## src/rtl/frogger_pkg.sv

```systemverilog
// rtl/frogger_pkg.sv - shared screen, sprite and lane constants for the frogger video path
package frogger_pkg;

  localparam int H_DISPLAY     = 640;
  localparam int V_DISPLAY     = 480;
  localparam int PLAYER_WIDTH  = 32;
  localparam int PLAYER_HEIGHT = 32;
  localparam int CAR_WIDTH     = 36;
  localparam int CAR_HEIGHT    = 32;
  localparam int NUM_CARS      = 8;

  localparam int FROG_AW = 10;
  localparam int CAR_AW  = 11;
  localparam int PIX_W   = 9;

  localparam logic [PIX_W-1:0] TRANSPARENT = 9'h000;

  // Pixel layout is {B2..B0, G2..G0, R2..R0}
  localparam int RED_LSB   = 0;
  localparam int GREEN_LSB = 3;
  localparam int BLUE_LSB  = 6;

  typedef struct packed {
    logic vis;
    logic frog_hit;
    logic car_hit;
  } stage_flags_t;

  // Three traffic lanes, cars assigned round-robin so lanes hold several cars
  function automatic logic [9:0] car_y(input int idx);
    return 10'(80 + 32 * (idx % 3));
  endfunction

endpackage

```

## src/rtl/sprite_hit_calc.sv

```systemverilog
// rtl/sprite_hit_calc.sv - rectangle hit test and sprite RAM address for one object
module sprite_hit_calc #(
  parameter int WIDTH  = 32,
  parameter int HEIGHT = 32,
  parameter int AW     = 10
) (
  input  logic [9:0]    h,
  input  logic [9:0]    v,
  input  logic [9:0]    x,
  input  logic [9:0]    y,
  input  logic          en,
  input  logic          mirror,
  output logic          hit,
  output logic [AW-1:0] addr
);

  logic [10:0] h_ext, v_ext, x_ext, y_ext;
  logic [10:0] dx, dy, col;

  // 11-bit compares keep x+WIDTH from wrapping near the 10-bit limit
  always_comb begin
    h_ext = {1'b0, h};
    v_ext = {1'b0, v};
    x_ext = {1'b0, x};
    y_ext = {1'b0, y};
    hit   = en
            && (h_ext >= x_ext) && (h_ext < x_ext + 11'(WIDTH))
            && (v_ext >= y_ext) && (v_ext < y_ext + 11'(HEIGHT));
    dx    = h_ext - x_ext;
    dy    = v_ext - y_ext;
    col   = mirror ? (11'(WIDTH - 1) - dx) : dx;
    addr  = AW'(dy * 11'(WIDTH) + col);
  end

endmodule

```

## src/rtl/sprite_layer_scheduler.sv

```systemverilog
// rtl/sprite_layer_scheduler.sv - per-pixel sprite fetch, compositing and collision detect
module sprite_layer_scheduler
  import frogger_pkg::*;
(
  input  logic                CLK,
  input  logic                RST_N,
  input  logic [9:0]          h_count,
  input  logic [9:0]          v_count,
  input  logic [9:0]          player_x,
  input  logic [9:0]          player_y,
  input  logic [79:0]         car_x_flat,
  input  logic [7:0]          car_en,
  output logic [FROG_AW-1:0]  frog_addr,
  input  logic [PIX_W-1:0]    frog_data,
  output logic [CAR_AW-1:0]   car_addr,
  input  logic [PIX_W-1:0]    car_data,
  input  logic [PIX_W-1:0]    bg_pixel,
  output logic [PIX_W-1:0]    pixel_out,
  output logic                collision
);

  logic                frog_hit0;
  logic [FROG_AW-1:0]  frog_addr0;
  logic [NUM_CARS-1:0] car_hit0;
  logic [CAR_AW-1:0]   car_addr_arr [NUM_CARS];
  logic [CAR_AW-1:0]   car_win_addr;
  logic                any_car0;
  logic                vis0;
  logic                frame_end;
  logic                coll_set;
  logic                acc;
  logic [PIX_W-1:0]    pix_next;
  stage_flags_t        s1, s2;

  sprite_hit_calc #(
    .WIDTH (PLAYER_WIDTH),
    .HEIGHT(PLAYER_HEIGHT),
    .AW    (FROG_AW)
  ) u_frog (
    .h     (h_count),
    .v     (v_count),
    .x     (player_x),
    .y     (player_y),
    .en    (1'b1),
    .mirror(1'b0),
    .hit   (frog_hit0),
    .addr  (frog_addr0)
  );

  // Even-numbered cars drive the other way, so their artwork is read mirrored
  for (genvar i = 0; i < NUM_CARS; i++) begin : g_car
    sprite_hit_calc #(
      .WIDTH (CAR_WIDTH),
      .HEIGHT(CAR_HEIGHT),
      .AW    (CAR_AW)
    ) u_car (
      .h     (h_count),
      .v     (v_count),
      .x     (car_x_flat[10*i +: 10]),
      .y     (car_y(i)),
      .en    (car_en[i]),
      .mirror(i % 2 == 0),
      .hit   (car_hit0[i]),
      .addr  (car_addr_arr[i])
    );
  end

  // Lowest index wins the single car RAM port: scan downward so it is assigned last
  always_comb begin
    car_win_addr = '0;
    for (int i = NUM_CARS - 1; i >= 0; i--) begin
      if (car_hit0[i]) car_win_addr = car_addr_arr[i];
    end
    any_car0  = |car_hit0;
    vis0      = (h_count < 10'(H_DISPLAY)) && (v_count < 10'(V_DISPLAY));
    frame_end = (h_count == 10'd0) && (v_count == 10'(V_DISPLAY));
  end

  always_comb begin
    coll_set = s2.vis && s2.frog_hit && (frog_data != TRANSPARENT)
               && s2.car_hit && (car_data != TRANSPARENT);
    if (!s2.vis)
      pix_next = '0;
    else if (s2.frog_hit && frog_data != TRANSPARENT)
      pix_next = frog_data;
    else if (s2.car_hit && car_data != TRANSPARENT)
      pix_next = car_data;
    else
      pix_next = bg_pixel;
  end

  always_ff @(posedge CLK) begin
    if (!RST_N) begin
      s1        <= '0;
      s2        <= '0;
      frog_addr <= '0;
      car_addr  <= '0;
      pixel_out <= '0;
      collision <= 1'b0;
      acc       <= 1'b0;
    end else begin
      s1 <= '{vis: vis0, frog_hit: frog_hit0, car_hit: any_car0};
      s2 <= s1;
      if (frog_hit0) frog_addr <= frog_addr0;
      if (any_car0)  car_addr  <= car_win_addr;
      pixel_out <= pix_next;
      if (frame_end) begin
        collision <= acc | coll_set;
        acc       <= 1'b0;
      end else begin
        collision <= 1'b0;
        acc       <= acc | coll_set;
      end
    end
  end

endmodule

```

## config.mk

```make
export PLATFORM = sky130hd
export DESIGN_NAME = sprite_layer_scheduler
export DESIGN_NICKNAME = d
export VERILOG_FILES = /design/src/rtl/frogger_pkg.sv /design/src/rtl/sprite_hit_calc.sv /design/src/rtl/sprite_layer_scheduler.sv
export SDC_FILE = /design/constraint.sdc
export NUM_CORES = 1
export LEC_CHECK = 0
export BUFFER_PORTS_ARGS = -buffer_cell sky130_fd_sc_hd__clkbuf_2
export CAP_MARGIN = 20
export CORE_ASPECT_RATIO = 0.7
export CORE_MARGIN = 4
export CORE_UTILIZATION = 35
export CTS_CLUSTER_DIAMETER = 50
export DETAILED_ROUTE_END_ITERATION = 12
export GPL_TIMING_DRIVEN = 1
export PLACE_DENSITY = 0.65
export SLEW_MARGIN = 0
export SYNTH_ARGS = -nofsm -noshare
export SYNTH_HDL_FRONTEND = slang
export SYNTH_SLANG_ARGS = --single-unit
```

## constraint.sdc

```tcl
create_clock -name CLK -period 5.1 [get_ports CLK]
set_input_delay 0.765 -clock CLK [delete_from_list [all_inputs] [get_ports CLK]]
set_output_delay 0.765 -clock CLK [all_outputs]
set_load 0.005 [all_outputs]
```

After elaboration in Yosys (flattened, before gate mapping). Cells that the tools add are included.

Add/subtract/negate cells: 36. $mul: 3. Order comparisons: 28. Equality and inequality tests: 1. Mux-type cells: 10. Bitwise gates (word level): 2. Reductions and logical operators: 50.

Operators with widths (count): adder 10 x 6 -> 11 bit (second input constant) (10); < comparator 10 x 11 -> 1 bit (10); greater-or-equal comparator 10 bit (10); adder 11 bit (8); two-way mux 11 bit (8); subtractor 10 x 10 -> 11 bit (8); subtractor 6 x 11 -> 11 bit (first input constant) (4); logical AND 1 bit (43); multiplier 11 x 4 -> 9 bit (second input constant) (3); subtractor 10 x 7 -> 11 bit (second input constant) (2); greater-or-equal comparator 10 x 7 -> 1 bit (second input constant) (2); < comparator 10 x 8 -> 1 bit (second input constant) (2); two-way mux 9 bit (2); nonzero test 9 bit (2); subtractor 10 x 8 -> 11 bit (second input constant) (1); adder 10 bit (1); equality test 10 x 9 -> 1 bit (second input constant) (1); greater-or-equal comparator 10 x 8 -> 1 bit (second input constant) (1); zero test 10 bit (1); < comparator 10 bit (second input constant) (1); < comparator 10 x 7 -> 1 bit (second input constant) (1); < comparator 10 x 9 -> 1 bit (second input constant) (1); subtractor 10 bit (1); OR reduction 8 bit (1); 5 further kinds (6).

Register bits: 38. Output and inout port bits: 31. Word-level logic and storage cells: 141.

Logic depth before layout (Yosys ltp).
Depth in word-level cells: 13. Mapped depth: 21. Gate-level depth less buffers: 20.

Modules after synthesis. A second synthesis with hierarchy kept.

Cell total of the unflattened synthesis: 2625. Area total of the unflattened synthesis: 20470.9 um2.

Modules (own cells, without submodules): sprite_hit_calc at g_car[0].u_car ... (times used 6, cells an instance 275, area each 2113.3 um2, sequential area each 0.0 um2); sprite_layer_scheduler (times used 1, cells an instance 267, area each 2257.2 um2, sequential area each 760.7 um2); sprite_hit_calc at g_car[4].u_car (times used 1, cells an instance 277, area each 2134.5 um2, sequential area each 0.0 um2); sprite_hit_calc at g_car[2].u_car (times used 1, cells an instance 256, area each 2008.2 um2, sequential area each 0.0 um2); sprite_hit_calc at u_frog (times used 1, cells an instance 175, area each 1391.3 um2, sequential area each 0.0 um2).

Worst setup path before layout. No wires, ideal clock.

Path type: input port to flip-flop. Start: input v_count[5]. End: register car_addr[9]. Library setup time: 0.136 ns. Data arrival time: 4.563 ns. Data required time: 4.964 ns. Slack: 0.401 ns. Stages on the path: 18. Cells stage by stage: clkbuf_1 > inv_1 > ha_1 > inv_1 > ha_1 > inv_1 > fa_1 > xnor2_1 > fa_1 > ha_1 > ha_1 > a2111oi_0 > nor3_1 > xor2_1 > a211oi_1 > o21ai_0 > a31oi_1 > o32ai_1.

Cells in the longest elaborated chain, start to end: 11. Elaborated cells between the ends (all ways): 45.

Ends and longest elaborated chain: start: declaration (line sprite_layer_scheduler.sv:8) `input logic [9:0] v_count,`; subtractor 10 x 7 -> 11 bit or greater-or-equal comparator 10 x 7 -> 1 bit (tied branches) (line sprite_hit_calc.sv:30, sprite_hit_calc.sv:28); multiplier 11 x 4 -> 9 bit or logical AND 1 bit (tied branches) (line sprite_hit_calc.sv:32, sprite_hit_calc.sv:28); adder 11 bit or logical AND 1 bit (tied branches) (line sprite_hit_calc.sv:32, sprite_hit_calc.sv:28); two-way mux 11 bit (8 in a row) (line sprite_layer_scheduler.sv:72) `if (car_hit0[i]) car_win_addr = car_addr_arr[i];`; end signal: assignment (line sprite_layer_scheduler.sv:105) `if (any_car0) car_addr <= car_win_addr;`; end: declaration (line sprite_layer_scheduler.sv:15) `output logic [CAR_AW-1:0] car_addr,`.

Several ways; a longest one is shown, not always the timed one. A chain may end at the register's enable or synchronous reset.

Worst setup path after layout.
Start: input v_count[4]. End: register car_addr[9].

Same word-level chain as after synthesis.

==> impl_summary.md <==
CTS
The post-cts sizing count is 0. The number of sinks on the clock net is 38. The later-pin clock latency in the skew report is 0.28 ns.

The hold buffer count at cts is 0. The number of clock buffers inserted by TritonCTS is 5. The cell sitting at the root of the clock tree is a sky130_fd_sc_hd__clkbuf_16. The H-tree depth is 2.

In this run the deepest clock path goes through 2 buffers. The number of buffers inserted by post-CTS setup repair is 0. After clock tree synthesis, the clock-pin slew on the worst setup and hold paths is 0.06 ns. TritonCTS built the clock tree.

Worst setup path
The critical path starts at v_count[4]. The worst-case register-to-register setup slack is 3.25 ns. In this run the critical register-to-register path is launched from s2[1]. The endpoint identified for the worst register-to-register timing path is acc. The sort of element at the start of the critical path is an input port. The path depth of the worst reg2reg path is 5. The kind of end point of the critical path is a register.

By startpoint and endpoint, the worst setup path is classified as input port to register. The data required time at the worst endpoint is 5.24 ns. The arrival time of the worst setup path is 4.84 ns.

In this run the worst path has a maximum fanout of 6.

Synthesis
The count of flip-flops with a built-in enable after synthesis is 0. The number of synthesis warnings is 0. The synthesized netlist occupies a cell area of 0.01383 sq mm. The most used standard cell by instance count after synthesis is sky130_fd_sc_hd__ha_1. After synthesis, the cell types taking the most area are sky130_fd_sc_hd__ha_1, sky130_fd_sc_hd__fa_1, sky130_fd_sc_hd__inv_1. After synthesis, the most frequently instantiated cells are sky130_fd_sc_hd__ha_1, sky130_fd_sc_hd__inv_1, sky130_fd_sc_hd__a21oi_1, sky130_fd_sc_hd__xnor2_1, sky130_fd_sc_hd__fa_1.

The count of distinct cell types in the synthesized netlist is 73. When the netlist entered floorplanning its net count stood at 2261. For this run, the register share of the synthesized area comes to 5.500%. The gate count of the mapped netlist is 1667. For this run, the leading register cell type out of synthesis is sky130_fd_sc_hd__dfxtp_1. The share of Yosys cell area claimed by the top area cell type is 31.21%. After synthesis, the mean cell area works out to 8.297 sq um. The share of flip-flops with an asynchronous set or reset is 0%.

Counting flops and latches in the post-synthesis netlist gives 38. The cell taking the most area after synthesis is sky130_fd_sc_hd__ha_1.

Cells and area
The area of all sequential standard cells is 760.7 sq um. The utilization of the core after routing is 40.76%. The layout net count is 2474. The finished layout cell area is 0.01579 sq mm.

In the final layout, the share of cells above drive strength 1 is 13.50%. The fill cell instance count of the final layout is 3959. The combined area of the multi-input logic cells is 0.01198 sq mm. The filler-free cell count of the finished design is 2408. The number of diodes is 0. Relative to the synthesized area, the layout overhead comes to 14.16%.

Hold path
The start point of the worst min-delay path is s1[1]. The cell depth of the worst hold path is 1. In this run the worst hold path is classified as register to register.

For hold timing, the worst endpoint is s2[1].

Pwr
The internal power of the cells totals 1.763 mW. For this design the total switching power over the nets is 1.805 mW. The proportion of power drawn by flip-flops and latches is 8.9%.

The portion of total power attributed to the clock network is 8.8%. The analysis attributes to cell leakage a power of 7.963 nW. Net switching is 50.58% of the power. The ratio of total power to cell area is 226.0 mW/mm^2. The post-route total power is 3.568 mW. The share of total power dissipated in combinational logic is 82.3%.

The peak ir drop on the vdd network is 0.1290 mV.

Floorplanning
The die covers 0.04281 sq mm. The die is 245.6 um wide. The number of top-level design ports is 188.

The area of the core region is 0.03874 sq mm. Once the floorplan was initialized, standard cells occupied 35.70% of the core. The die is 174.3 um tall. After floorplanning, the core was divided into 60 placement rows.

STA
The routed design could run at a clock period as short as 4.705 ns. The setup TNS is 0 ns. Setup repair after global routing left no endpoint under its margin.

The worst-case hold slack is 0.4308 ns. The slew at the pin closest to its max-slew limit is 0.9500 ns. The final worst setup slack is 0.3946 ns. The count of final max-slew check failures is 0. Clock skew on the completed layout was measured at 0.001876 ns.

Setup violations remaining at the end of the flow were counted as 0. The final cycle utilization of the critical path is 92.26%. The number of hold-slack violations in the final timing report is 0.

Timing would allow up to 212.5 MHz. The tightest slew margin relative to the limit is 36.37%.

Detailed routing
The number of iterations in the first detailed-routing pass is 5. The wire length per cell after detailed routing is 20.04 um. The total vias in the final route is 12757. The DRC violation total after the first TritonRoute iteration is 862. After detailed routing, the number of vias per cell comes to 5.298.

The routed wire length is 48260 um. After detailed routing, the number of remaining DRC violations is 0. The post-route antenna net violation count is 0.

Global routing
Global routing consumed, on the met3 layer, 3.963% of the routing resources. The number of global-route vias before repair was 12862. The first global-routing pass estimated 73840 um of wire. After global routing, the most crowded layer is met2. The number of antenna violations at the first check in global routing was 1.

For met2 alone, demand over resource in global routing was 35.02%. The global-route total usage across every layer is 22.04%. For this run the aggregate overflow at the end of global routing stands at 0. Entering global routing, the biggest net connects 25 pins.

The met1 demand-to-capacity share in global routing is 31.49%.

Run status
The flow ran to the end, and the final reports show no timing, DRC or antenna violations.

Placement
The half-perimeter wire length after placement is 41110 um. In this run the cell area measured after placement is 0.01564 sq mm. Input and output buffers added on the ports amount to 187. At the end of routability-driven placement, the weighted congestion stood at 0.9682. The post-placement cell count is 2400. Before CTS, the worst setup slack after placement is 0.1232 ns.

Run
Across the run, the number of max-cap violations was 0.
-- power by group through the flow --
stage	clock network, mW	logic [mW]	registers, mW
final	0.315	2.94	0.316
after global routing	0.332	3.26	0.317
after CTS	0.320	2.90	0.316
after global placement	0	2.81	0.323
after floorplan	0	2.01	0.322
after detailed placement	0	2.87	0.323
-- cells in the final DEF (no fill, tap or decap), types with 22 or more instances in the layout --
cell | Yosys | layout
sky130_fd_sc_hd__nand3_1 | 28 | 28
sky130_fd_sc_hd__ha_1 | 345 | 345
sky130_fd_sc_hd__a211oi_1 | 23 | 23
sky130_fd_sc_hd__a21o_1 | 35 | 35
sky130_fd_sc_hd__nand2_1 | 71 | 71
sky130_fd_sc_hd__o21ai_0 | 86 | 86
sky130_fd_sc_hd__fa_1 | 92 | 92
sky130_fd_sc_hd__nand2b_1 | 24 | 24
sky130_fd_sc_hd__nor3_1 | 43 | 43
sky130_fd_sc_hd__nor2_1 | 86 | 86
sky130_fd_sc_hd__xor2_1 | 35 | 35
sky130_fd_sc_hd__xnor2_1 | 111 | 111
sky130_fd_sc_hd__buf_4 | 0 | 41
sky130_fd_sc_hd__clkbuf_2 | 0 | 187
sky130_fd_sc_hd__a21oi_1 | 112 | 112
sky130_fd_sc_hd__dfxtp_1 | 38 | 38
sky130_fd_sc_hd__inv_1 | 266 | 266
sky130_fd_sc_hd__o211ai_1 | 22 | 22
-- cell families (layout without fill, tap and decap cells) --
logic type | Yosys count | in the layout | share of synthesized area (%)
compound gates | 399 | 399 | 18.82
xor+xnor | 149 | 149 | 9.734
fa+ha+maj | 437 | 437 | 44.53
buf+inv | 288 | 502 | 7.934
flops | 38 | 38 | 5.500
mux | 10 | 10 | 0.7237
simple gates | 346 | 346 | 12.76
-- worst max-delay path by stage --
stage	to	depth (start not counted)	slack (ns)
3_5_place_dp	car_addr[9]	19	0.12
3_3_place_gp	car_addr[9]	18	0.27
2_1_floorplan	car_addr[9]	18	0.40
6_report	car_addr[9]	19	0.39
5_1_grt	car_addr[9]	19	0.06
4_1_cts	car_addr[9]	19	0.41
-- cell type report --
cell class	instances	area share, %
Multi-Input combinational cell	1341	75.87
Timing Repair Buffer	228	7.877
Inverter	266	6.324
Sequential cell	38	4.818
Tap cell	527	4.176
Clock buffer	7	0.9034
Clock inverter	1	0.03170
-- routing by layer --
layer	wire, um	vias to the layer above
li1	-	6212
met4	1039	2
met5	13	-
met1	22500	6088
met2	21040	402
met3	3672	53
-- flip-flops by register name (all words and copies together) (netlist names) --
signal / cells
acc: 1
car_addr: 11
collision: 1
frog_addr: 10
pixel_out: 9
s1: 3
s2: 3
-- worst max-delay path, stage by stage --
cell and delay, ns:
sky130_fd_sc_hd__clkbuf_2 0.09, sky130_fd_sc_hd__inv_1 0.05, sky130_fd_sc_hd__buf_4 0.16, sky130_fd_sc_hd__ha_1 0.28, sky130_fd_sc_hd__ha_1 0.26, sky130_fd_sc_hd__inv_1 0.09
sky130_fd_sc_hd__fa_1 0.46, sky130_fd_sc_hd__xnor2_1 0.20, sky130_fd_sc_hd__buf_4 0.19, sky130_fd_sc_hd__fa_1 0.42, sky130_fd_sc_hd__ha_1 0.31, sky130_fd_sc_hd__ha_1 0.22
sky130_fd_sc_hd__a2111oi_0 0.29, sky130_fd_sc_hd__nor3_1 0.13, sky130_fd_sc_hd__xor2_1 0.17, sky130_fd_sc_hd__a211oi_1 0.26, sky130_fd_sc_hd__o21ai_0 0.13, sky130_fd_sc_hd__a31oi_1 0.25
sky130_fd_sc_hd__o32ai_1 0.10
No activity file was read; power rests on OpenSTA's default activity.
